File: src/rtl/mv_search_sched.sv
// Full-search motion-estimation scheduler: init phase, credit-limited raster
// issue of candidate displacements, in-order SAD collection and minimum tracking.
module mv_search_sched #(
  parameter int unsigned RANGE       = 4,
  parameter int unsigned MV_W        = 5,
  parameter int unsigned SAD_W       = 12,
  parameter int unsigned INIT_CYCLES = 73,
  parameter int unsigned MAX_OUT     = 4
) (
  input  logic                    clk,
  input  logic                    rst,
  input  logic                    start,
  output logic                    busy,
  output logic                    en_init,
  output logic                    cand_valid,
  input  logic                    cand_ready,
  output logic signed [MV_W-1:0]  cand_dx,
  output logic signed [MV_W-1:0]  cand_dy,
  input  logic                    sad_valid,
  input  logic [SAD_W-1:0]        sad,
  output logic                    mv_valid,
  output logic signed [MV_W-1:0]  mv_dx,
  output logic signed [MV_W-1:0]  mv_dy,
  output logic [SAD_W-1:0]        mv_sad,
  output logic                    err
);

  localparam int unsigned TOTAL  = (2 * RANGE + 1) * (2 * RANGE + 1);
  localparam int unsigned CNT_W  = $clog2(TOTAL + 1);
  localparam int unsigned OUT_W  = $clog2(MAX_OUT + 1);
  localparam int unsigned INIT_W = (INIT_CYCLES > 1) ? $clog2(INIT_CYCLES) : 1;
  localparam logic signed [MV_W-1:0] POS_R = MV_W'(RANGE);
  localparam logic signed [MV_W-1:0] NEG_R = -POS_R;

  typedef enum logic [1:0] {S_IDLE, S_INIT, S_RUN, S_DONE} state_t;

  state_t                   state_q, state_d;
  logic [INIT_W-1:0]        init_cnt_q, init_cnt_d;
  logic [CNT_W-1:0]         iss_cnt_q, iss_cnt_d, res_cnt_q, res_cnt_d;
  logic [OUT_W-1:0]         out_q, out_d;
  logic signed [MV_W-1:0]   res_dx_q, res_dx_d, res_dy_q, res_dy_d;
  logic signed [MV_W-1:0]   best_dx_q, best_dx_d, best_dy_q, best_dy_d;
  logic [SAD_W-1:0]         best_sad_q, best_sad_d;
  logic                     busy_q, busy_d, en_init_q, en_init_d;
  logic                     cand_valid_q, cand_valid_d, mv_valid_q, mv_valid_d;
  logic signed [MV_W-1:0]   cand_dx_q, cand_dx_d, cand_dy_q, cand_dy_d;
  logic signed [MV_W-1:0]   mv_dx_q, mv_dx_d, mv_dy_q, mv_dy_d;
  logic [SAD_W-1:0]         mv_sad_q, mv_sad_d;
  logic                     err_q, err_d;
  logic                     xfer_c, acc_c;

  assign xfer_c = cand_valid_q & cand_ready;
  // A result is only meaningful while running with a candidate in flight.
  assign acc_c  = sad_valid && (state_q == S_RUN) && (out_q != '0);

  always_comb begin
    state_d      = state_q;
    init_cnt_d   = init_cnt_q;
    iss_cnt_d    = iss_cnt_q;
    res_cnt_d    = res_cnt_q;
    out_d        = out_q;
    res_dx_d     = res_dx_q;
    res_dy_d     = res_dy_q;
    best_dx_d    = best_dx_q;
    best_dy_d    = best_dy_q;
    best_sad_d   = best_sad_q;
    busy_d       = busy_q;
    en_init_d    = en_init_q;
    cand_valid_d = cand_valid_q;
    cand_dx_d    = cand_dx_q;
    cand_dy_d    = cand_dy_q;
    mv_valid_d   = 1'b0;
    mv_dx_d      = mv_dx_q;
    mv_dy_d      = mv_dy_q;
    mv_sad_d     = mv_sad_q;
    err_d        = err_q;

    if (sad_valid && !acc_c) err_d = 1'b1;

    case (state_q)
      S_IDLE: begin
        if (start) begin
          state_d      = S_INIT;
          busy_d       = 1'b1;
          en_init_d    = 1'b1;
          init_cnt_d   = '0;
          iss_cnt_d    = '0;
          res_cnt_d    = '0;
          out_d        = '0;
          cand_dx_d    = NEG_R;
          cand_dy_d    = NEG_R;
          res_dx_d     = NEG_R;
          res_dy_d     = NEG_R;
          best_dx_d    = NEG_R;
          best_dy_d    = NEG_R;
          best_sad_d   = '1;
          mv_dx_d      = '0;
          mv_dy_d      = '0;
          mv_sad_d     = '0;
          err_d        = sad_valid;
        end
      end
      S_INIT: begin
        init_cnt_d = init_cnt_q + INIT_W'(1);
        if (init_cnt_q == INIT_W'(INIT_CYCLES - 1)) begin
          state_d      = S_RUN;
          en_init_d    = 1'b0;
          cand_valid_d = 1'b1;
        end
      end
      S_RUN: begin
        if (xfer_c) begin
          iss_cnt_d = iss_cnt_q + CNT_W'(1);
          if (cand_dx_q == POS_R) begin
            cand_dx_d = NEG_R;
            cand_dy_d = cand_dy_q + MV_W'(1);
          end else begin
            cand_dx_d = cand_dx_q + MV_W'(1);
          end
        end
        if (acc_c) begin
          res_cnt_d = res_cnt_q + CNT_W'(1);
          // Strict compare keeps the earliest raster candidate on ties.
          if (sad < best_sad_q) begin
            best_sad_d = sad;
            best_dx_d  = res_dx_q;
            best_dy_d  = res_dy_q;
          end
          if (res_dx_q == POS_R) begin
            res_dx_d = NEG_R;
            res_dy_d = res_dy_q + MV_W'(1);
          end else begin
            res_dx_d = res_dx_q + MV_W'(1);
          end
        end
        out_d        = out_q + OUT_W'(xfer_c) - OUT_W'(acc_c);
        cand_valid_d = (iss_cnt_d < CNT_W'(TOTAL)) && (out_d < OUT_W'(MAX_OUT));
        if (res_cnt_d == CNT_W'(TOTAL)) begin
          state_d      = S_DONE;
          cand_valid_d = 1'b0;
          mv_valid_d   = 1'b1;
          mv_dx_d      = best_dx_d;
          mv_dy_d      = best_dy_d;
          mv_sad_d     = best_sad_d;
        end
      end
      S_DONE: begin
        state_d = S_IDLE;
        busy_d  = 1'b0;
      end
      default: state_d = S_IDLE;
    endcase
  end

  always_ff @(posedge clk) begin
    if (rst) begin
      state_q      <= S_IDLE;
      init_cnt_q   <= '0;
      iss_cnt_q    <= '0;
      res_cnt_q    <= '0;
      out_q        <= '0;
      res_dx_q     <= '0;
      res_dy_q     <= '0;
      best_dx_q    <= '0;
      best_dy_q    <= '0;
      best_sad_q   <= '1;
      busy_q       <= 1'b0;
      en_init_q    <= 1'b0;
      cand_valid_q <= 1'b0;
      cand_dx_q    <= '0;
      cand_dy_q    <= '0;
      mv_valid_q   <= 1'b0;
      mv_dx_q      <= '0;
      mv_dy_q      <= '0;
      mv_sad_q     <= '0;
      err_q        <= 1'b0;
    end else begin
      state_q      <= state_d;
      init_cnt_q   <= init_cnt_d;
      iss_cnt_q    <= iss_cnt_d;
      res_cnt_q    <= res_cnt_d;
      out_q        <= out_d;
      res_dx_q     <= res_dx_d;
      res_dy_q     <= res_dy_d;
      best_dx_q    <= best_dx_d;
      best_dy_q    <= best_dy_d;
      best_sad_q   <= best_sad_d;
      busy_q       <= busy_d;
      en_init_q    <= en_init_d;
      cand_valid_q <= cand_valid_d;
      cand_dx_q    <= cand_dx_d;
      cand_dy_q    <= cand_dy_d;
      mv_valid_q   <= mv_valid_d;
      mv_dx_q      <= mv_dx_d;
      mv_dy_q      <= mv_dy_d;
      mv_sad_q     <= mv_sad_d;
      err_q        <= err_d;
    end
  end

  assign busy       = busy_q;
  assign en_init    = en_init_q;
  assign cand_valid = cand_valid_q;
  assign cand_dx    = cand_dx_q;
  assign cand_dy    = cand_dy_q;
  assign mv_valid   = mv_valid_q;
  assign mv_dx      = mv_dx_q;
  assign mv_dy      = mv_dy_q;
  assign mv_sad     = mv_sad_q;
  assign err        = err_q;

endmodule
File: config.mk
export PLATFORM = sky130hd
export DESIGN_NAME = mv_search_sched
export DESIGN_NICKNAME = d
export VERILOG_FILES = /design/src/rtl/mv_search_sched.sv
export SDC_FILE = /design/constraint.sdc
export NUM_CORES = 1
export LEC_CHECK = 0
export ABC_AREA = 1
export CAP_MARGIN = 10
export CORE_MARGIN = 1.5
export CORE_UTILIZATION = 50
export CTS_BUF_LIST = sky130_fd_sc_hd__clkbuf_16
export DETAILED_ROUTE_END_ITERATION = 8
export PLACE_DENSITY_LB_ADDON = 0.25
export SYNTH_ARGS = -nofsm -noshare
export SYNTH_HDL_FRONTEND = slang
export SYNTH_SLANG_ARGS = --single-unit
File: constraint.sdc
create_clock -name clk -period 3.2 [get_ports clk]
set_clock_uncertainty 0.15 [all_clocks]
set_input_delay 0.8 -clock clk [delete_from_list [all_inputs] [get_ports clk]]
set_output_delay 0.8 -clock clk [all_outputs]
set_load 0.1 [all_outputs]
==> flow_summary.html, run 1 <==
<table>
<tr><th>Metric</th><th>Value</th></tr>
<tr><th colspan="2">Timing</th></tr>
<tr><td>Clock period minus worst slack</td><td>2.87 ns</td></tr>
<tr><td>Sum Neg Setup Slack</td><td>0 ns</td></tr>
<tr><td>Crit share post-route</td><td>89.8%</td></tr>
<tr><td>Number of max-slew violations in the final report</td><td>0</td></tr>
<tr><td>Peak Freq</td><td>348 MHz</td></tr>
<tr><td>Max_slew headroom</td><td>56.2%</td></tr>
<tr><td>RSZ-0062 raised after global routing</td><td>no</td></tr>
<tr><td>Worst Hold Slack</td><td>0.311 ns</td></tr>
<tr><td>Number of hold violations in the final report</td><td>0</td></tr>
<tr><td># setup viols final</td><td>0</td></tr>
<tr><td>Worst-Margin Slew</td><td>0.657 ns</td></tr>
<tr><th colspan="2">Place</th></tr>
<tr><td>Quantity of I/O buffers inserted on ports</td><td>53</td></tr>
<tr><td>HPWL after DPL</td><td>8160 um</td></tr>
<tr><td>RePlAce Congestion</td><td>0.812</td></tr>
<tr><th colspan="2">Synthesis</th></tr>
<tr><td>Number of synthesized flops with an enable pin</td><td>0</td></tr>
<tr><td>Cell area after synthesis</td><td>4980 sq um</td></tr>
<tr><td>Compound-gate portion of the synthesized area</td><td>16.2%</td></tr>
<tr><td>Proportion of synthesized chip area in sequential cells</td><td>38.2%</td></tr>
<tr><td>Number of flip-flops and latches in the synthesized netlist</td><td>95</td></tr>
<tr><td>Fraction of synthesized area in multiplexers</td><td>0%</td></tr>
<tr><td>Biggest area consumer among synthesized cells</td><td>sky130_fd_sc_hd__dfxtp_1</td></tr>
<tr><td>Top cells by area in the synthesized netlist</td><td>sky130_fd_sc_hd__dfxtp_1 38%, sky130_fd_sc_hd__nand2_1 14%, sky130_fd_sc_hd__ha_1 7.0%</td></tr>
<tr><td>Synthesized netlist net count</td><td>741</td></tr>
<tr><td>Ys async rst share</td><td>0%</td></tr>
<tr><td>Post-synthesis adder-cell area fraction</td><td>7.44%</td></tr>
<tr><td>Post-Synthesis Mean Instance Area</td><td>7.17 sq um</td></tr>
<tr><td>Count of warnings emitted by yosys</td><td>0</td></tr>
<tr><td>Number of distinct standard cells referenced by the synthesized netlist</td><td>40</td></tr>
<tr><td>Largest family of logic cells by synthesized area</td><td>simple AND/OR/NAND/NOR gates</td></tr>
<tr><td>Simple-gate portion of the synthesized area</td><td>26.4%</td></tr>
<tr><td>Most common flop cell mapped by yosys</td><td>sky130_fd_sc_hd__dfxtp_1</td></tr>
<tr><td>Gate count of the mapped netlist</td><td>695</td></tr>
<tr><td>XOR/XNOR share of the synthesized area</td><td>2.64%</td></tr>
<tr><td>Top cell type's share of synthesized area</td><td>38.2%</td></tr>
<tr><th colspan="2">Cells and area</th></tr>
<tr><td>Sequential Area</td><td>1900 sq um</td></tr>
<tr><td>Fill count</td><td>911</td></tr>
<tr><td>Synth-to-Final Area Change</td><td>17.3%</td></tr>
<tr><td>ANT cells</td><td>0</td></tr>
<tr><td>Layout cells sized above 1</td><td>12.3%</td></tr>
<tr><td>Multi-input gate area</td><td>2620 sq um</td></tr>
<tr><td>Commonest cells after routing, fill and taps aside</td><td>183 x sky130_fd_sc_hd__nand2_1, 95 x sky130_fd_sc_hd__dfxtp_1, 77 x sky130_fd_sc_hd__inv_1, 69 x sky130_fd_sc_hd__a21oi_1, 56 x sky130_fd_sc_hd__nand3_1</td></tr>
<tr><td>Post-layout net count</td><td>791</td></tr>
<tr><td>Most common cell after layout, fill and taps aside</td><td>sky130_fd_sc_hd__nand2_1</td></tr>
<tr><th colspan="2">Pwr</th></tr>
<tr><td>Pwr per Cell Area</td><td>840 nW/um^2</td></tr>
<tr><td>Peak supply drop</td><td>0.798 mV</td></tr>
<tr><td>Net switching power</td><td>2.26 mW</td></tr>
<tr><td>Internal Pwr Total</td><td>2.65 mW</td></tr>
<tr><td>Clock power frac</td><td>21.6%</td></tr>
<tr><td>Leakage power figure</td><td>2.62 nW</td></tr>
<tr><td>Register share of total power</td><td>33.4%</td></tr>
<tr><td>Comb pwr share</td><td>45.0%</td></tr>
<tr><td>Switching fraction of total power</td><td>46.0%</td></tr>
<tr><th colspan="2">Critical path</th></tr>
<tr><td>Critical-path maximum fanout</td><td>2</td></tr>
<tr><td>Worst Setup End Kind</td><td>register</td></tr>
<tr><td>Worst-case register-to-register setup slack</td><td>0.56 ns</td></tr>
<tr><td>Data arrival, critical path</td><td>2.94 ns</td></tr>
<tr><td>Worst setup path class</td><td>input pin to register</td></tr>
<tr><td>Critical path launch point type</td><td>input pin</td></tr>
<tr><td>Data required time of the worst path</td><td>3.27 ns</td></tr>
<tr><th colspan="2">Clock tree</th></tr>
<tr><td>Cells resized by post-CTS repair</td><td>0</td></tr>
<tr><td>Clock slew at the register clock pins of the worst setup and hold paths</td><td>0.07 ns</td></tr>
<tr><td>Number of hold buffers added after CTS</td><td>0</td></tr>
<tr><td>Maximum level of the CTS H-tree</td><td>3</td></tr>
<tr><td>Number of buffers inserted by post-CTS setup repair</td><td>0</td></tr>
<tr><td>Worst-skew pair later-pin latency</td><td>0.35 ns</td></tr>
<tr><td>Clock tree buffer depth</td><td>2</td></tr>
<tr><td>Number of clock sinks</td><td>95</td></tr>
<tr><td>Number of buffers added by the clock tree synthesis step</td><td>9</td></tr>
<tr><td>Root Buffer</td><td>sky130_fd_sc_hd__clkbuf_16</td></tr>
<tr><td>TritonCTS clock tree</td><td>done</td></tr>
<tr><th colspan="2">Die</th></tr>
<tr><td>Die Span X</td><td>103 um</td></tr>
<tr><td>Core Area</td><td>9730 sq um</td></tr>
<tr><td>Effective utilization at floorplan</td><td>51.2%</td></tr>
<tr><td>Rows</td><td>36</td></tr>
<tr><td>Vert. Die Dim</td><td>103 um</td></tr>
<tr><td>Die outline area</td><td>10600 sq um</td></tr>
<tr><td>Io pins</td><td>54</td></tr>
<tr><th colspan="2">Hold path</th></tr>
<tr><td>HP Class</td><td>register to register</td></tr>
<tr><th colspan="2">Routing</th></tr>
<tr><td>Routed length per instance</td><td>13.3 um</td></tr>
<tr><td>Vias per std cell</td><td>5.22</td></tr>
<tr><td>Remaining number of nets flagged by the antenna check after routing</td><td>0</td></tr>
<tr><td>DR vias</td><td>4609</td></tr>
<tr><td>Initial DRC count</td><td>208</td></tr>
<tr><td>Residual DRC count</td><td>0</td></tr>
<tr><td>DR pass1 iterations</td><td>5</td></tr>
<tr><td>Wire length after detailed routing</td><td>11700 um</td></tr>
<tr><th colspan="2">Global routing</th></tr>
<tr><td>Wire length of the first global-routing pass</td><td>19500 um</td></tr>
<tr><td>Overflow left after global routing</td><td>0</td></tr>
<tr><td>Global router's overall resource usage</td><td>23.4%</td></tr>
<tr><td>Vias in the first global route</td><td>4360</td></tr>
<tr><td>Initial antenna violation count</td><td>0</td></tr>
<tr><td>Largest net degree at the start of global routing</td><td>59</td></tr>
<tr><th colspan="2">Job</th></tr>
<tr><td>Total of max-cap violations</td><td>0</td></tr>
<tr><th colspan="2">Status</th></tr>
<tr><td>Run status</td><td>complete, no violations</td></tr>
</table>
cells by family (layout without fill, tap and decap cells):
kind of cell               Yosys count  in the layout
AOI/OAI and AO/OA                  139            139
adders and majority gates           29             29
DFF                                 95             95
xor gates and xnor gates            15             15
buffers and inverters              111            166
and+or+nand+nor                    306            306
critical path, cell delays in order:
cell and delay (ns):
sky130_fd_sc_hd__clkdlybuf4s50_1 0.52, sky130_fd_sc_hd__nand2_4 0.08, sky130_fd_sc_hd__a21oi_4 0.12, sky130_fd_sc_hd__ha_1 0.24, sky130_fd_sc_hd__inv_1 0.06, sky130_fd_sc_hd__ha_1 0.13, sky130_fd_sc_hd__inv_1 0.05, sky130_fd_sc_hd__fa_1 0.37
sky130_fd_sc_hd__xnor2_1 0.17, sky130_fd_sc_hd__xor2_1 0.20, sky130_fd_sc_hd__o22ai_1 0.09, sky130_fd_sc_hd__inv_1 0.07, sky130_fd_sc_hd__nor2_1 0.03
stage by stage:
stage | cell area, sq um | setup WS, ns | total power [mW] | instances | utilization, %
6_report | 5840 | 0.326 | 4.91 | 883 | 60.1
5_1_grt | 5840 | 0.192 | 5.21 | 883 | 60.1
4_1_cts | 5840 | 0.326 | 4.93 | 883 | 60.1
3_5_place_dp | 5550 | -0.0397 | 3.87 | 867 | 57.1
3_3_place_gp | 5550 | 0.0316 | 3.80 | 867 | 57.1
2_1_floorplan | 4980 | 0.267 | 3.33 | 695 | -
layout make-up:
| type | count | share of cell area [%] |
|---|---|---|
| inverters | 83 | 5.37 |
| repair buffers | 67 | 9.42 |
| flip-flops and latches | 95 | 32.5 |
| well taps | 133 | 2.85 |
| multi-input cells | 489 | 44.9 |
| clock inverters | 7 | 1.09 |
| clock buffers | 9 | 3.85 |
Yosys cell counts, types with 6 or more instances:
cell type                  count
sky130_fd_sc_hd__clkbuf_1     19
sky130_fd_sc_hd__nand4_1       8
sky130_fd_sc_hd__nand3_1      56
sky130_fd_sc_hd__o21ai_0      35
sky130_fd_sc_hd__xor2_1       11
sky130_fd_sc_hd__nor2_1       36
sky130_fd_sc_hd__nand2_1     183
sky130_fd_sc_hd__a21oi_1      69
sky130_fd_sc_hd__o211ai_1     11
sky130_fd_sc_hd__nor3_1        6
sky130_fd_sc_hd__inv_1        77
sky130_fd_sc_hd__ha_1         28
sky130_fd_sc_hd__dfxtp_1      95
power groups by stage:
stage,Combinational [mW],Sequential (mW),Clock (mW)
floorplan,1.10,2.23,0
global placement,2.15,1.65,0
detailed placement,2.21,1.66,0
CTS,2.22,1.64,1.08
global route,2.42,1.67,1.12
finish,2.21,1.64,1.06
metal layers:
| metal | wire length, um | GRT usage [%] |
|---|---|---|
| met4 | 131 | 9.98 |
| met2 | 5760 | 41.1 |
| met5 | 0 | 0 |
| met1 | 5360 | 28.7 |
| met3 | 493 | 3.39 |
sequential cells by signal, summed over array words and instances, names as in the netlist, 7 cells and up:
name        cells
iss_cnt_q       7
best_sad_q     12
mv_sad         12
init_cnt_q      7
res_cnt_q       7
worst paths after layout:
| kind | to | depth (start not counted) | from |
|---|---|---|---|
| worst max-delay path | out_q[2]$_SDFFE_PP0P_ | 13 | sad_valid |
| worst min-delay path | mv_sad[1]$_SDFFE_PP0P_ | 2 | mv_sad[1]$_SDFFE_PP0P_ |
| worst max register to register | res_dy_q[2]$_SDFFE_PP0P_ | 11 | state_q[0]$_SDFFE_PP0P_ |
| worst min register to register | mv_sad[1]$_SDFFE_PP0P_ | 2 | mv_sad[1]$_SDFFE_PP0P_ |
Power figures use the tool's default switching activity.
==> inputs of run 2 (changes only) <==
--- a/config.mk
+++ b/config.mk
@@ -7,10 +7,12 @@
 export LEC_CHECK = 0
 export ABC_AREA = 1
 export CAP_MARGIN = 10
+export CORE_ASPECT_RATIO = 1.75
 export CORE_MARGIN = 1.5
 export CORE_UTILIZATION = 50
 export CTS_BUF_LIST = sky130_fd_sc_hd__clkbuf_16
 export DETAILED_ROUTE_END_ITERATION = 8
+export DONT_BUFFER_PORTS = 1
 export PLACE_DENSITY_LB_ADDON = 0.25
 export SYNTH_ARGS = -nofsm -noshare
 export SYNTH_HDL_FRONTEND = slang
==> constraint.sdc (replaced) <==
create_clock -name clk -period 3.2 [get_ports clk]
set_clock_uncertainty 0.15 [all_clocks]
set_input_delay 0.8 -clock clk [delete_from_list [all_inputs] [get_ports clk]]
set_output_delay 0.8 -clock clk [all_outputs]
set_load 0.01 [all_outputs]
==> flow_summary.html, run 2 (synthesis gave the netlist of run 1 again) <==
<table>
<tr><th>Metric</th><th>Value</th></tr>
<tr><th colspan="2">Place</th></tr>
<tr><td>RePlAce Congestion</td><td>0.851 (+4.8%)</td></tr>
<tr><td>Worst setup timing slack at the placement stage</td><td>0.396 ns (+0.436 ns)</td></tr>
<tr><td>HPWL after DPL</td><td>9010 um (+11%)</td></tr>
<tr><td>Quantity of I/O buffers inserted on ports</td><td>0 (-100%)</td></tr>
<tr><td>Placed cells</td><td>802 (-7.5%)</td></tr>
<tr><th colspan="2">Clock tree</th></tr>
<tr><td>Number of clock sinks</td><td>95 (unchanged)</td></tr>
<tr><td>Maximum level of the CTS H-tree</td><td>3 (unchanged)</td></tr>
<tr><td>Number of buffers added by the clock tree synthesis step</td><td>9 (unchanged)</td></tr>
<tr><td>Number of buffers inserted by post-CTS setup repair</td><td>0 (unchanged)</td></tr>
<tr><td>Root Buffer</td><td>sky130_fd_sc_hd__clkbuf_16</td></tr>
<tr><td>Cells resized by post-CTS repair</td><td>0 (unchanged)</td></tr>
<tr><td>TritonCTS clock tree</td><td>done</td></tr>
<tr><td>Worst-skew pair later-pin latency</td><td>0.35 ns (about the same)</td></tr>
<tr><td>Number of hold buffers added after CTS</td><td>0 (unchanged)</td></tr>
<tr><td>Clock slew at the register clock pins of the worst setup and hold paths</td><td>0.07 ns (about the same)</td></tr>
<tr><td>Clock tree buffer depth</td><td>2 (unchanged)</td></tr>
<tr><th colspan="2">Critical path</th></tr>
<tr><td>Worst Reg2Reg Path Length in Cells</td><td>12 (+1)</td></tr>
<tr><td>Slowest cell delay on critical path</td><td>0.34 ns (-0.18 ns)</td></tr>
<tr><td>Family of cells with the greatest summed delay on the critical path</td><td>simple AND/OR/NAND/NOR gates</td></tr>
<tr><td>Data arrival, critical path</td><td>2.74 ns (-0.20 ns)</td></tr>
<tr><td>Worst Setup End Kind</td><td>register</td></tr>
<tr><td>Critical path launch point type</td><td>register</td></tr>
<tr><td>Ordered list of cells on the worst path</td><td>inv_1 &gt; ha_1 &gt; nand2_4 &gt; a21oi_4 &gt; buf_4 &gt; o21ai_0 &gt; nor3_1 &gt; nand2_2 &gt; nand2_4 &gt; nand2_2 &gt; nor2_1 &gt; nor2_1</td></tr>
<tr><td>WP buf/inv</td><td>2 (-2)</td></tr>
<tr><td>Worst-case register-to-register setup slack</td><td>0.55 ns (about the same)</td></tr>
<tr><td>End of the worst register-to-register path</td><td>mv_dy[1]$_SDFFE_PP0P_</td></tr>
<tr><td>Critical R2R Launch</td><td>state_q[0]$_SDFFE_PP0P_</td></tr>
<tr><td>Worst setup path class</td><td>register to register</td></tr>
<tr><td>Master of the slowest instance on the critical path</td><td>sky130_fd_sc_hd__dfxtp_1</td></tr>
<tr><td>Data required time of the worst path</td><td>3.29 ns (+0.02 ns)</td></tr>
<tr><td>Critical-path maximum fanout</td><td>22 (+20)</td></tr>
<tr><th colspan="2">Hold path</th></tr>
<tr><td>Hold Crit Endpoint</td><td>iss_cnt_q[6]$_SDFFE_PP0P_</td></tr>
<tr><td>Startpoint of the worst hold path</td><td>iss_cnt_q[6]$_SDFFE_PP0P_</td></tr>
<tr><td>HP Class</td><td>register to register</td></tr>
<tr><td>Number of instances on the worst hold path</td><td>2 (unchanged)</td></tr>
<tr><th colspan="2">Status</th></tr>
<tr><td>Run status</td><td>complete, no violations</td></tr>
<tr><th colspan="2">Timing</th></tr>
<tr><td>RSZ-0062 raised after global routing</td><td>no</td></tr>
<tr><td>Number of hold violations in the final report</td><td>0 (unchanged)</td></tr>
<tr><td>Max_slew headroom</td><td>72.1% (+16 points)</td></tr>
<tr><td>Number of max-slew violations in the final report</td><td>0 (unchanged)</td></tr>
<tr><td>Worst Hold Slack</td><td>0.322 ns (+0.0112 ns)</td></tr>
<tr><td>Crit share post-route</td><td>82.7% (-7.1 points)</td></tr>
<tr><td>Peak Freq</td><td>378 MHz (+8.6%)</td></tr>
<tr><td>Worst-Margin Slew</td><td>0.417 ns (-0.240 ns)</td></tr>
<tr><td>Sum Neg Setup Slack</td><td>0 ns (unchanged)</td></tr>
<tr><td>Final setup margin</td><td>0.555 ns (+0.229 ns)</td></tr>
<tr><td>Clock period minus worst slack</td><td>2.65 ns (-0.229 ns)</td></tr>
<tr><td># setup viols final</td><td>0 (unchanged)</td></tr>
<tr><th colspan="2">Routing</th></tr>
<tr><td>Initial DRC count</td><td>233 (+12%)</td></tr>
<tr><td>DR pass1 iterations</td><td>5 (unchanged)</td></tr>
<tr><td>DR vias</td><td>4474 (-2.9%)</td></tr>
<tr><td>Residual DRC count</td><td>0 (unchanged)</td></tr>
<tr><td>Remaining number of nets flagged by the antenna check after routing</td><td>0 (unchanged)</td></tr>
<tr><td>Routed length per instance</td><td>15.0 um (+13%)</td></tr>
<tr><td>Wire length after detailed routing</td><td>12300 um (+4.5%)</td></tr>
<tr><td>Vias per std cell</td><td>5.47 (+4.8%)</td></tr>
<tr><th colspan="2">Pwr</th></tr>
<tr><td>Leakage power figure</td><td>2.33 nW (-11%)</td></tr>
<tr><td>Peak supply drop</td><td>0.711 mV (-11%)</td></tr>
<tr><td>Pwr per Cell Area</td><td>772 nW/um^2 (-8.1%)</td></tr>
<tr><th colspan="2">Global routing</th></tr>
<tr><td>Met1 global-route usage</td><td>24.7% (-4.0 points)</td></tr>
<tr><td>Wire length of the first global-routing pass</td><td>19900 um (+2.4%)</td></tr>
<tr><td>Global router's overall resource usage</td><td>24.3% (+0.91 points)</td></tr>
<tr><td>Met2 track demand over resource</td><td>44.8% (+3.7 points)</td></tr>
<tr><td>Busiest metal layer after global routing</td><td>met2</td></tr>
<tr><td>Overflow left after global routing</td><td>0 (unchanged)</td></tr>
<tr><td>Largest net degree at the start of global routing</td><td>60 (+1.7%)</td></tr>
<tr><td>GR met3 Demand/Resource</td><td>4.80% (+1.4 points)</td></tr>
<tr><td>Initial antenna violation count</td><td>0 (unchanged)</td></tr>
<tr><td>Vias in the first global route</td><td>4296 (-1.5%)</td></tr>
<tr><th colspan="2">Cells and area</th></tr>
<tr><td>Layout cells sized above 1</td><td>7.50% (-4.8 points)</td></tr>
<tr><td>Synth-to-Final Area Change</td><td>7.59%</td></tr>
<tr><td>Post-layout net count</td><td>734 (-7.2%)</td></tr>
<tr><td>Fill count</td><td>959 (+5.3%)</td></tr>
<tr><td>Filler-free cell count of the finished design</td><td>818 (-7.4%)</td></tr>
<tr><td>Finished Core Util</td><td>54.7% (-5.3 points)</td></tr>
<tr><td>ANT cells</td><td>0 (unchanged)</td></tr>
<tr><td>Most common cell after layout, fill and taps aside</td><td>sky130_fd_sc_hd__nand2_1</td></tr>
<tr><td>Commonest cells after routing, fill and taps aside</td><td>183 x sky130_fd_sc_hd__nand2_1, 95 x sky130_fd_sc_hd__dfxtp_1, 77 x sky130_fd_sc_hd__inv_1, 69 x sky130_fd_sc_hd__a21oi_1, 56 x sky130_fd_sc_hd__nand3_1</td></tr>
<tr><th colspan="2">Die</th></tr>
<tr><td>Die outline area</td><td>10600 sq um (+0.23%)</td></tr>
<tr><td>Rows</td><td>48 (+33%)</td></tr>
<tr><td>Effective utilization at floorplan</td><td>50.9% (-0.31 points)</td></tr>
<tr><td>Vert. Die Dim</td><td>135 um (+31%)</td></tr>
<tr><td>Io pins</td><td>54 (unchanged)</td></tr>
<tr><td>Die Span X</td><td>78.4 um (-24%)</td></tr>
<tr><td>Core Area</td><td>9790 sq um (+0.62%)</td></tr>
<tr><th colspan="2">Job</th></tr>
<tr><td>Total of max-cap violations</td><td>0 (unchanged)</td></tr>
</table>
==> run 2: worst register-to-register path: cells and delay by family (launching register included) <==
kind            cells  cell delay (ns)
compound gates      2             0.25
fa+ha+maj           1             0.26
buf+inv             2             0.32
flops               1             0.34
simple gates        7             1.22
==> run 2: routing by layer <==
layer	routed length, um	part of all wire, %	up-vias
met2	6570	54	111
met1	4620	38	2066
met4	570	4.6	0
met5	0	0	-
li1	-	-	2261
met3	513	4.2	36
==> run 2: stage by stage <==
step	total power [mW]	cell area [sq um]
CTS	4.18	5360
global placement	3.06	5070
finish	4.14	5360
global route	4.45	5360
floorplan	2.76	4980
detailed placement	3.12	5070
==> run 2: power breakdown <==
group | switching, mW | total, mW | internal, mW | leakage, nW
logic | 0.933 | 1.40 | 0.462 | 1.42
registers | 0.253 | 1.70 | 1.44 | 0.776
clock network | 0.502 | 1.05 | 0.543 | 0.136
total | 1.69 | 4.14 | 2.45 | 2.33
==> run 2: worst max path at each step <==
| stage | startpoint | endpoint | cells past startpoint |
|---|---|---|---|
| 2_1_floorplan | sad_valid | out_q[2]$_SDFFE_PP0P_ | 12 |
| 3_3_place_gp | sad[11] | best_sad_q[3]$_SDFFE_PP1P_ | 12 |
| 3_5_place_dp | sad[11] | best_sad_q[3]$_SDFFE_PP1P_ | 12 |
| 4_1_cts | state_q[0]$_SDFFE_PP0P_ | mv_dy[1]$_SDFFE_PP0P_ | 12 |
| 5_1_grt | state_q[0]$_SDFFE_PP0P_ | cand_valid$_SDFFE_PP0P_ | 13 |
| 6_report | state_q[0]$_SDFFE_PP0P_ | mv_dy[1]$_SDFFE_PP0P_ | 12 |
==> run 2: layout make-up <==
type / instances / area [sq um] / area share (%)
Multi-Input combinational cell: 489 / 2620 / 48.9
Sequential cell: 95 / 1900 / 35.5
Inverter: 83 / 314 / 5.86
Clock buffer: 9 / 225 / 4.20
Tap cell: 125 / 156 / 2.92
Timing Repair Buffer: 10 / 75.1 / 1.40
Clock inverter: 7 / 63.8 / 1.19
==> inputs of run 3 (changes only) <==
==> constraint.sdc (replaced) <==
create_clock -name clk -period 2.36 [get_ports clk]
set_clock_uncertainty 0.15 [all_clocks]
set_input_delay 0.59 -clock clk [delete_from_list [all_inputs] [get_ports clk]]
set_output_delay 0.59 -clock clk [all_outputs]
set_load 0.01 [all_outputs]
==> flow_summary.html, run 3 (synthesis gave the netlist of run 1 again) <==
<table>
<tr><th>Metric</th><th>Value</th></tr>
<tr><th colspan="2">Routing</th></tr>
<tr><td>Wire length after detailed routing</td><td>12300 um (+0.29%)</td></tr>
<tr><td>DR pass1 iterations</td><td>7 (+2)</td></tr>
<tr><td>Residual DRC count</td><td>0 (unchanged)</td></tr>
<tr><td>Routed length per instance</td><td>14.7 um (-2.3%)</td></tr>
<tr><td>Vias per std cell</td><td>5.41 (-1.1%)</td></tr>
<tr><td>Initial DRC count</td><td>220 (-5.6%)</td></tr>
<tr><td>DR vias</td><td>4545 (+1.6%)</td></tr>
<tr><td>Remaining number of nets flagged by the antenna check after routing</td><td>0 (unchanged)</td></tr>
<tr><th colspan="2">Die</th></tr>
<tr><td>Die outline area</td><td>10600 sq um (unchanged)</td></tr>
<tr><td>Vert. Die Dim</td><td>135 um (unchanged)</td></tr>
<tr><td>Io pins</td><td>54 (unchanged)</td></tr>
<tr><td>Core Area</td><td>9790 sq um (unchanged)</td></tr>
<tr><td>Die Span X</td><td>78.4 um (unchanged)</td></tr>
<tr><td>Effective utilization at floorplan</td><td>50.9% (unchanged)</td></tr>
<tr><td>Rows</td><td>48 (unchanged)</td></tr>
<tr><th colspan="2">Place</th></tr>
<tr><td>RePlAce Congestion</td><td>0.841 (-1.2%)</td></tr>
<tr><td>HPWL after DPL</td><td>8990 um (-0.31%)</td></tr>
<tr><td>Quantity of I/O buffers inserted on ports</td><td>0 (unchanged)</td></tr>
<tr><th colspan="2">Timing</th></tr>
<tr><td>Number of hold violations in the final report</td><td>0 (unchanged)</td></tr>
<tr><td>Clock period minus worst slack</td><td>2.34 ns (-0.307 ns)</td></tr>
<tr><td>Worst-Margin Slew</td><td>0.322 ns (-0.0955 ns)</td></tr>
<tr><td>Max_slew headroom</td><td>78.3% (+6.2 points)</td></tr>
<tr><td>Crit share post-route</td><td>99.1% (+16 points)</td></tr>
<tr><td>Number of max-slew violations in the final report</td><td>0 (unchanged)</td></tr>
<tr><td># setup viols final</td><td>0 (unchanged)</td></tr>
<tr><td>Peak Freq</td><td>428 MHz (+13%)</td></tr>
<tr><td>Worst Hold Slack</td><td>0.147 ns (-0.175 ns)</td></tr>
<tr><td>RSZ-0062 raised after global routing</td><td>yes</td></tr>
<tr><th colspan="2">Pwr</th></tr>
<tr><td>Comb pwr share</td><td>35.6% (+1.9 points)</td></tr>
<tr><td>Switching fraction of total power</td><td>40.4% (-0.46 points)</td></tr>
<tr><td>Clock power frac</td><td>25.1% (-0.2 points)</td></tr>
<tr><td>Peak supply drop</td><td>0.616 mV (-13%)</td></tr>
<tr><td>Net switching power</td><td>2.35 mW (+39%)</td></tr>
<tr><td>Pwr per Cell Area</td><td>1040 nW/um^2 (+34%)</td></tr>
<tr><td>Leakage power figure</td><td>2.46 nW (+5.4%)</td></tr>
<tr><td>Register share of total power</td><td>39.3% (-1.7 points)</td></tr>
<tr><td>Final Power</td><td>5.82 mW (+41%)</td></tr>
<tr><td>Internal Pwr Total</td><td>3.47 mW (+42%)</td></tr>
<tr><th colspan="2">Cells and area</th></tr>
<tr><td>Post-layout net count</td><td>756 (+3.0%)</td></tr>
<tr><td>Most common cell after layout, fill and taps aside</td><td>sky130_fd_sc_hd__nand2_1</td></tr>
<tr><td>ANT cells</td><td>0 (unchanged)</td></tr>
<tr><td>Commonest cells after routing, fill and taps aside</td><td>183 x sky130_fd_sc_hd__nand2_1, 93 x sky130_fd_sc_hd__dfxtp_1, 76 x sky130_fd_sc_hd__inv_1, 68 x sky130_fd_sc_hd__a21oi_1, 56 x sky130_fd_sc_hd__nand3_1</td></tr>
<tr><td>Layout cells sized above 1</td><td>11.7% (+4.2 points)</td></tr>
<tr><td>Synth-to-Final Area Change</td><td>12.8%</td></tr>
<tr><td>Multi-input gate area</td><td>2670 sq um (+1.7%)</td></tr>
<tr><td>Fill count</td><td>940 (-2.0%)</td></tr>
<tr><td>Sequential Area</td><td>1900 sq um (+0.13%)</td></tr>
<tr><th colspan="2">Critical path</th></tr>
<tr><td>Worst Setup End Kind</td><td>register</td></tr>
<tr><td>Data arrival, critical path</td><td>2.44 ns (-0.30 ns)</td></tr>
<tr><td>Data required time of the worst path</td><td>2.46 ns (-0.83 ns)</td></tr>
<tr><td>Worst setup path class</td><td>register to register</td></tr>
<tr><td>Worst-case register-to-register setup slack</td><td>0.02 ns (-0.53 ns)</td></tr>
<tr><td>Critical-path maximum fanout</td><td>2 (-91%)</td></tr>
<tr><td>Critical path launch point type</td><td>register</td></tr>
<tr><th colspan="2">Global routing</th></tr>
<tr><td>Vias in the first global route</td><td>4425 (+3.0%)</td></tr>
<tr><td>Overflow left after global routing</td><td>0 (unchanged)</td></tr>
<tr><td>Wire length of the first global-routing pass</td><td>19900 um (-0.35%)</td></tr>
<tr><td>Largest net degree at the start of global routing</td><td>60 (unchanged)</td></tr>
<tr><td>Initial antenna violation count</td><td>0 (unchanged)</td></tr>
<tr><td>Global router's overall resource usage</td><td>24.0% (-0.25 points)</td></tr>
<tr><th colspan="2">Clock tree</th></tr>
<tr><td>Number of buffers added by the clock tree synthesis step</td><td>9 (unchanged)</td></tr>
<tr><td>Number of clock sinks</td><td>95 (unchanged)</td></tr>
<tr><td>Worst-skew pair later-pin latency</td><td>0.35 ns (about the same)</td></tr>
<tr><td>Root Buffer</td><td>sky130_fd_sc_hd__clkbuf_16</td></tr>
<tr><td>Clock slew at the register clock pins of the worst setup and hold paths</td><td>0.07 ns (about the same)</td></tr>
<tr><td>TritonCTS clock tree</td><td>done</td></tr>
<tr><td>Maximum level of the CTS H-tree</td><td>3 (unchanged)</td></tr>
<tr><td>Clock tree buffer depth</td><td>2 (unchanged)</td></tr>
<tr><td>Number of hold buffers added after CTS</td><td>0 (unchanged)</td></tr>
<tr><th colspan="2">Hold path</th></tr>
<tr><td>HP Class</td><td>input pin to register</td></tr>
<tr><th colspan="2">Status</th></tr>
<tr><td>Run status</td><td>complete, no violations</td></tr>
<tr><th colspan="2">Job</th></tr>
<tr><td>Total of max-cap violations</td><td>0 (unchanged)</td></tr>
</table>
==> run 3: what timing repair did <==
| item | in CTS | in global routing |
|---|---|---|
| setup endpoints to repair | 2 | 33 |
| pin swaps | 4 | 0 |
| setup buffers | 0 | 1 |
| gates resized for setup | 1 | 7 |
==> run 3: path summary, 6_finish.rpt <==
kind	startpoint	endpoint	depth (start not counted)
setup reg to reg	state_q[0]$_SDFFE_PP0P_	out_q[2]$_SDFFE_PP0P_	14
setup / recovery	state_q[0]$_SDFFE_PP0P_	out_q[2]$_SDFFE_PP0P_	14
hold reg to reg	iss_cnt_q[6]$_SDFFE_PP0P_	iss_cnt_q[6]$_SDFFE_PP0P_	2
hold / removal	rst	err$_SDFF_PP0_	1
==> run 3: power by group through the flow <==
| stage | combinational [mW] | sequential (mW) | clock [mW] |
|---|---|---|---|
| floorplan | 1.51 | 2.26 | 0 |
| global placement | 1.99 | 2.31 | 0 |
| detailed placement | 2.06 | 2.32 | 0 |
| CTS | 2.07 | 2.29 | 1.50 |
| global route | 2.34 | 2.34 | 1.56 |
| finish | 2.07 | 2.29 | 1.46 |
==> run 3: stage by stage <==
step                      setup WS [ns]  TNS [ns]  utilization, %  instance area, sq um  instances
after floorplan                  -0.192    -0.354               -                  5010        695
after global placement          -0.0173   -0.0173            54.1                  5290        823
after detailed placement        -0.0942    -0.285            54.1                  5290        823
after CTS                        0.0124         0            57.1                  5590        839
after global routing             -0.127    -0.370            57.4                  5620        840
final                            0.0223         0            57.4                  5620        840
==> run 3: cell type report <==
cell class,instances,share of cell area (%)
flip-flops and latches,95,33.9
clock buffers,9,4.01
well taps,125,2.79
inverters,83,5.68
repair buffers,32,4.95
clock inverters,7,1.20
multi-input cells,489,47.5
==> run 3: routing by layer <==
layer | vias to the layer above | GRT usage, % | share of wire [%]
met1 | 2094 | 24.2 | 38
met2 | 114 | 46.2 | 54
met3 | 24 | 4.39 | 4.5
met5 | - | 0 | 0
met4 | 0 | 11.8 | 3.5
li1 | 2313 | - | -
==> run 3: worst max-delay path: stages (launching register included) <==
cell and delay, ns:
sky130_fd_sc_hd__dfxtp_2 0.33, sky130_fd_sc_hd__inv_2 0.07, sky130_fd_sc_hd__ha_4 0.15, sky130_fd_sc_hd__nand2_4 0.05, sky130_fd_sc_hd__a21oi_4 0.11, sky130_fd_sc_hd__ha_1 0.24, sky130_fd_sc_hd__inv_1 0.06, sky130_fd_sc_hd__ha_1 0.14
sky130_fd_sc_hd__inv_1 0.05, sky130_fd_sc_hd__fa_2 0.35, sky130_fd_sc_hd__xnor2_2 0.14, sky130_fd_sc_hd__xor2_1 0.20, sky130_fd_sc_hd__o22ai_1 0.09, sky130_fd_sc_hd__inv_1 0.07, sky130_fd_sc_hd__nor2_1 0.04
